[src/rtl/drbg_video_pkg.sv]
// Shared defaults and helpers for the DRBG-to-video cut-position path.
// Holds the word/chunk widths and the request FSM encoding.
package drbg_video_pkg;

  localparam int unsigned DRBG_WORD_W = 256;
  localparam int unsigned CUT_POS_W   = 8;

  typedef enum logic {
    REQ_IDLE,
    REQ_WAIT_DATA
  } req_state_e;

  function automatic int unsigned chunk_count(input int unsigned word_w,
                                              input int unsigned chunk_w);
    return word_w / chunk_w;
  endfunction

endpackage

[src/rtl/drbg_line_key_serializer_rise_detect.sv]
// Registered rising-edge detector: flags the first cycle a level is sampled high.
module rise_detect (
  input  logic clk,
  input  logic reset_n,
  input  logic sig_i,
  output logic rise_o
);

  logic sig_q;

  // NOTE: sequential state uses non-blocking assignments so every flop samples pre-edge values.
  always_ff @(posedge clk or negedge reset_n) begin
    if (!reset_n) sig_q <= 1'b0;
    else          sig_q <= sig_i;
  end

  assign rise_o = sig_i & ~sig_q;

endmodule

[src/rtl/drbg_line_key_serializer.sv]
// Slices generator words into per-line cut positions, double-buffering one word
// ahead and discarding all buffered randomness at each vertical-sync rise.
module drbg_line_key_serializer
  import drbg_video_pkg::*;
#(
  parameter int unsigned DATA_WIDTH_IN  = DRBG_WORD_W,
  parameter int unsigned DATA_WIDTH_OUT = CUT_POS_W
) (
  input  logic                      clk,
  input  logic                      reset_n,
  input  logic                      H,
  input  logic                      V,
  input  logic [DATA_WIDTH_IN-1:0]  data_in,
  input  logic                      data_in_valid,
  input  logic                      generator_busy,
  output logic [DATA_WIDTH_OUT-1:0] data_out,
  output logic                      data_out_valid,
  output logic                      need_next
);

  localparam int unsigned N     = chunk_count(DATA_WIDTH_IN, DATA_WIDTH_OUT);
  localparam int unsigned IDX_W = (N > 1) ? $clog2(N) : 1;
  localparam logic [IDX_W-1:0] LAST_IDX = IDX_W'(N - 1);

  generate
    if ((DATA_WIDTH_IN % DATA_WIDTH_OUT) != 0) begin : g_width_check
      $error("DATA_WIDTH_IN must be a multiple of DATA_WIDTH_OUT");
    end
  endgenerate

  logic h_rise, v_rise;

  rise_detect u_h_rise (.clk(clk), .reset_n(reset_n), .sig_i(H), .rise_o(h_rise));
  rise_detect u_v_rise (.clk(clk), .reset_n(reset_n), .sig_i(V), .rise_o(v_rise));

  req_state_e               state_q, state_d;
  logic                     need_next_q, need_next_d;
  logic [DATA_WIDTH_IN-1:0] cur_q, cur_d, nxt_q, nxt_d;
  logic                     cur_vld_q, cur_vld_d, nxt_vld_q, nxt_vld_d;
  logic [IDX_W-1:0]         idx_q, idx_d;

  logic pending, accept, advance, req_ok;

  assign pending = (state_q == REQ_WAIT_DATA);
  assign accept  = pending && data_in_valid && !v_rise;
  assign advance = h_rise && !V && cur_vld_q;
  assign req_ok  = !V && !generator_busy && (!cur_vld_q || !nxt_vld_q);

  always_ff @(posedge clk or negedge reset_n) begin
    if (!reset_n) begin
      state_q     <= REQ_IDLE;
      need_next_q <= 1'b0;
    end else begin
      state_q     <= state_d;
      need_next_q <= need_next_d;
    end
  end

  // NOTE: every always_comb output gets a default first, so no path can infer a latch.
  always_comb begin
    state_d = state_q;
    unique case (state_q)
      REQ_IDLE:      if (req_ok) state_d = REQ_WAIT_DATA;
      REQ_WAIT_DATA: if (accept) state_d = REQ_IDLE;
      default:       state_d = REQ_IDLE;
    endcase
    if (v_rise) state_d = REQ_IDLE;
  end

  always_comb begin
    need_next_d = (state_q == REQ_IDLE) && req_ok;
  end

  // Advance is resolved before accept so a word arriving as the last chunk
  // retires lands straight in cur without a gap in data_out_valid.
  always_comb begin
    cur_d     = cur_q;
    nxt_d     = nxt_q;
    cur_vld_d = cur_vld_q;
    nxt_vld_d = nxt_vld_q;
    idx_d     = idx_q;
    if (v_rise) begin
      cur_vld_d = 1'b0;
      nxt_vld_d = 1'b0;
      idx_d     = '0;
    end else begin
      if (advance) begin
        if (idx_q != LAST_IDX) begin
          idx_d = idx_q + 1'b1;
        end else if (nxt_vld_q) begin
          cur_d     = nxt_q;
          idx_d     = '0;
          nxt_vld_d = 1'b0;
        end else begin
          cur_vld_d = 1'b0;
        end
      end
      if (accept) begin
        if (!cur_vld_d) begin
          cur_d     = data_in;
          cur_vld_d = 1'b1;
          idx_d     = '0;
        end else begin
          nxt_d     = data_in;
          nxt_vld_d = 1'b1;
        end
      end
    end
  end

  // NOTE: the word slots are plain registers and are reset so data_out reads 0 out of reset.
  always_ff @(posedge clk or negedge reset_n) begin
    if (!reset_n) begin
      cur_q     <= '0;
      nxt_q     <= '0;
      cur_vld_q <= 1'b0;
      nxt_vld_q <= 1'b0;
      idx_q     <= '0;
    end else begin
      cur_q     <= cur_d;
      nxt_q     <= nxt_d;
      cur_vld_q <= cur_vld_d;
      nxt_vld_q <= nxt_vld_d;
      idx_q     <= idx_d;
    end
  end

  always_comb begin
    data_out = cur_q[int'(idx_q) * DATA_WIDTH_OUT +: DATA_WIDTH_OUT];
  end

  assign data_out_valid = cur_vld_q;
  assign need_next      = need_next_q;

endmodule

[config.mk]
export PLATFORM = sky130hd
export DESIGN_NAME = drbg_line_key_serializer
export DESIGN_NICKNAME = d
export VERILOG_FILES = /design/src/rtl/drbg_video_pkg.sv /design/src/rtl/drbg_line_key_serializer_rise_detect.sv /design/src/rtl/drbg_line_key_serializer.sv
export SDC_FILE = /design/constraint.sdc
export NUM_CORES = 1
export LEC_CHECK = 0
export CORE_ASPECT_RATIO = 1.1
export CORE_UTILIZATION = 37
export CTS_BUF_LIST = sky130_fd_sc_hd__clkbuf_4 sky130_fd_sc_hd__clkbuf_8
export CTS_CLUSTER_SIZE = 12
export DETAILED_ROUTE_END_ITERATION = 10
export GPL_ROUTABILITY_DRIVEN = 0
export PLACE_DENSITY_LB_ADDON = 0.05
export REMOVE_ABC_BUFFERS = 1
export SYNTH_ARGS = -nofsm -noshare
export SYNTH_HDL_FRONTEND = slang
export SYNTH_SLANG_ARGS = --single-unit
[constraint.sdc]
create_clock -name clk -period 3.3 [get_ports clk]
set_clock_uncertainty 0.05 [all_clocks]
set_input_delay 0.33 -clock clk [delete_from_list [all_inputs] [get_ports clk]]
set_output_delay 0.33 -clock clk [all_outputs]
set_load 0.005 [all_outputs]
==> impl_metrics.env, run 1 <==
export IMPL_status="finished, final reports clean"
export IMPL_dp_hpwl_mm=42.4
export IMPL_power_density_mw_per_mm2=709
export IMPL_ys_seq_elements=523
export IMPL_yosysWarnings=0
export IMPL_crit_required_ns=2.92
export IMPL_preCtsSetupSlack_ns=0.0177
export IMPL_worstPathArrival_ns=2.85
export IMPL_setup_slack_ns=0.0695
export IMPL_gr_total_overflow=0
export IMPL_syn_area_per_cell_um2=14.4
export IMPL_io_pins=272
export IMPL_clk_latency_ns=0.68
export IMPL_wl_met3_mm=3.31
export IMPL_core_area_mm2=0.0628
export IMPL_met1_length_mm=30.4
export IMPL_multiInputGateArea_mm2=0.00987
export IMPL_yosys_cell_types_count=39
export IMPL_tns_ns=0
export IMPL_yosysSeqAreaShare_pct=55.3
export IMPL_timing_rr_end="cur_q[39]"
export IMPL_leakagePower_nw=12.0
export IMPL_cts_root_buf="clkbuf_8"
export IMPL_die_x_um=243
export IMPL_layout_nets=2211
export IMPL_worstSetupEndpointType="output pin"
export IMPL_hold_violations=0
export IMPL_finalWirelength_mm=68.3
export IMPL_rsz0062_at_grt="yes"
export IMPL_firstDrtPassIters=5
export IMPL_hold_slack_ns=0.128
export IMPL_rr_worst_depth=11
export IMPL_worstHoldEndpoint="u_h_rise.sig_q"
export IMPL_reg2reg_slack_ns=0.19
export IMPL_grt_max_degree=94
export IMPL_hp_start="H"
export IMPL_die_y_um=267
export IMPL_synthesis_area_mm2=0.0237
export IMPL_fmax_mhz=310
export IMPL_start_util_pct=37.7
export IMPL_ctsHtreeMaxLevel=3
export IMPL_drive_above_1_share_pct=20.1
export IMPL_drv_slew=0
export IMPL_dieArea_mm2=0.0650
export IMPL_grt_pass1_wl_mm=107
export IMPL_groute_usage_overall_pct=21.4
export IMPL_cts_clk_slew_worst_paths_ns=0.06
export IMPL_cts_sinks=523
export IMPL_fp_row_count=96
export IMPL_ir_worst_vdd_mv=0.319
export IMPL_clk_path_buf_depth=3
export IMPL_post_route_util_pct=47.6
export IMPL_hold_depth=1
export IMPL_layout_worst_path_cycle_share_pct=97.9
export IMPL_wire_per_inst_um=23.9
export IMPL_min_period_ns=3.23
export IMPL_syn_inst=1641
export IMPL_cts_inserted_buffers=94
export IMPL_route_met2_wl_mm=32.8
export IMPL_drv_cap=0
export IMPL_syn_to_final_growth_pct=26.3
export IMPL_crit_type="flip-flop to output pin"
export IMPL_antenna_found_initial=14
export IMPL_regArea_mm2=0.0131
export IMPL_dr_total_vias=15500
export IMPL_n_fill_cell=5549
export IMPL_port_buffers=271
export IMPL_max_slew_margin_pct=40.0
export IMPL_start_kind="flip-flop"
export IMPL_drt_iter0_markers=922
export IMPL_rr_startpoint="idx_q[0]"
export IMPL_setup_viol=0
export IMPL_top_layer="met5"
export IMPL_worst_slew_pin_transition_ns=0.900
export IMPL_critPathMaxFanout=8
export IMPL_postRouteAntennaNets=0
export IMPL_hp_class="input pin to flip-flop"
export IMPL_cts_tree="yes"
export IMPL_fin_cells=2861
export IMPL_avgViaCountPerCell=5.43
export IMPL_dp_cells=2662
export IMPL_drc=0
export IMPL_grt_pass1_vias=17000
[worst max-delay path, stage by stage (launching register included)]
cell	delay, ns
dfrtp_4	0.53
buf_4	0.18
mux4_2	0.50
mux2_2	0.31
a221oi_4	0.27
a21oi_2	0.09
dlygate4sd2_1	0.29
[per-stage QoR]
step	power (mW)	instance area [um^2]
after global placement	14.5	27300
after detailed placement	14.7	27300
after global routing	22.5	29900
after CTS	21.5	29800
after floorplan	12.7	22700
final	21.2	29900
[Yosys cell counts]
cell type | instances | area share [%]
a2111oi_0 | 1 | 0.037
a21o_1 | 1 | 0.032
a21oi_1 | 13 | 0.27
a221oi_1 | 24 | 0.89
a22oi_1 | 2 | 0.063
a2bb2oi_1 | 1 | 0.037
a311oi_1 | 1 | 0.037
a31o_2 | 1 | 0.037
and2_1 | 2 | 0.053
and3_1 | 4 | 0.11
and4bb_4 | 1 | 0.069
buf_1 | 11 | 0.17
buf_2 | 31 | 0.66
buf_4 | 6 | 0.19
buf_6 | 47 | 2.2
buf_8 | 2 | 0.13
clkbuf_1 | 44 | 0.70
clkbuf_4 | 1 | 0.032
clkinv_1 | 1 | 0.016
dfrtp_1 | 523 | 55
ha_1 | 3 | 0.16
inv_1 | 5 | 0.079
mux2_1 | 209 | 9.9
mux2_2 | 55 | 2.6
mux2i_1 | 48 | 2.0
mux4_2 | 40 | 3.8
nand2_1 | 5 | 0.079
nand2b_1 | 260 | 6.9
nand3b_1 | 1 | 0.032
nor2_1 | 7 | 0.11
nor2b_1 | 6 | 0.16
o21ai_0 | 10 | 0.21
o221a_1 | 240 | 11
o221a_2 | 16 | 0.76
o221ai_1 | 8 | 0.30
o22a_1 | 8 | 0.30
o41ai_2 | 1 | 0.069
or3_1 | 1 | 0.026
or3b_1 | 1 | 0.037
[power by group]
| part | internal, mW | switching (mW) |
|---|---|---|
| registers | 8.75 | 1.22 |
| clock network | 3.73 | 2.73 |
| logic | 2.97 | 1.78 |
[flip-flops by register name (all words and copies together), names as in the netlist]
name            cells
cur_q             256
nxt_q             256
idx_q               5
data_out_valid      1
need_next           1
nxt_vld_q           1
pending             1
u_h_rise.sig_q      1
u_v_rise.sig_q      1
[how the worst max path moves through the flow]
| stage | depth (start not counted) | startpoint | to |
|---|---|---|---|
| floorplan | 6 | idx_q[0] | cur_q[205] |
| global placement | 6 | idx_q[1] | data_out[3] |
| detailed placement | 6 | idx_q[1] | data_out[3] |
| CTS | 7 | idx_q[1] | data_out[3] |
| global route | 6 | idx_q[1] | data_out[4] |
| finish | 6 | idx_q[1] | data_out[4] |
[logic make-up after synthesis]
logic type | synth area share (%)
buffers and inverters | 4.21
AND/OR/NAND/NOR | 7.54
flip-flops | 55.3
multiplexers | 18.4
adder cells (fa/ha/maj) | 0.159
AO/OA/AOI/OAI | 14.4
[cell type report]
class	count	area share, %
Multi-Input combinational cell	970	33.0
Clock buffer	163	6.60
Inverter	6	0.0753
Antenna cell	7	0.0586
Timing Repair Buffer	351	12.8
Sequential cell	523	43.8
Tap cell	833	3.48
Clock inverter	8	0.172
[routing by layer]
| layer | up-vias | global-route usage (%) |
|---|---|---|
| li1 | 6912 | - |
| met1 | 8125 | 29.1 |
| met2 | 373 | 33.8 |
| met3 | 100 | 4.24 |
| met4 | 12 | 8.07 |
| met5 | - | 0 |
[repair_timing]
item	in CTS	in global routing
hold buffers	1	0
resized for setup	80	5
setup endpoints to repair	8	59
pin swaps	9	5
buffers inserted	17	0
cloned	2	1
hold endpoints to repair	71	0
[layout by cell type (no fill, tap or decap), drive strengths merged, types with 8 or more instances in the layout]
cell and instances:
clkdlybuf4s50 262, buf 84, o21ai 10, nand2b 260, mux2 264, clkbuf 164
mux4 40, a221oi 24, dfrtp 523, o221a 256, mux2i 48, o221ai 8
o22a 8, a21oi 13
No activity file was read; power rests on OpenSTA's default activity.
==> inputs of run 2 (changes only) <==
--- a/config.mk
+++ b/config.mk
@@ -5,6 +5,7 @@
 export SDC_FILE = /design/constraint.sdc
 export NUM_CORES = 1
 export LEC_CHECK = 0
+export CAP_MARGIN = 20
 export CORE_ASPECT_RATIO = 1.1
 export CORE_UTILIZATION = 37
 export CTS_BUF_LIST = sky130_fd_sc_hd__clkbuf_4 sky130_fd_sc_hd__clkbuf_8
==> results of run 2 <==
Final layout, timing and power as in run 1 (identical DEF).
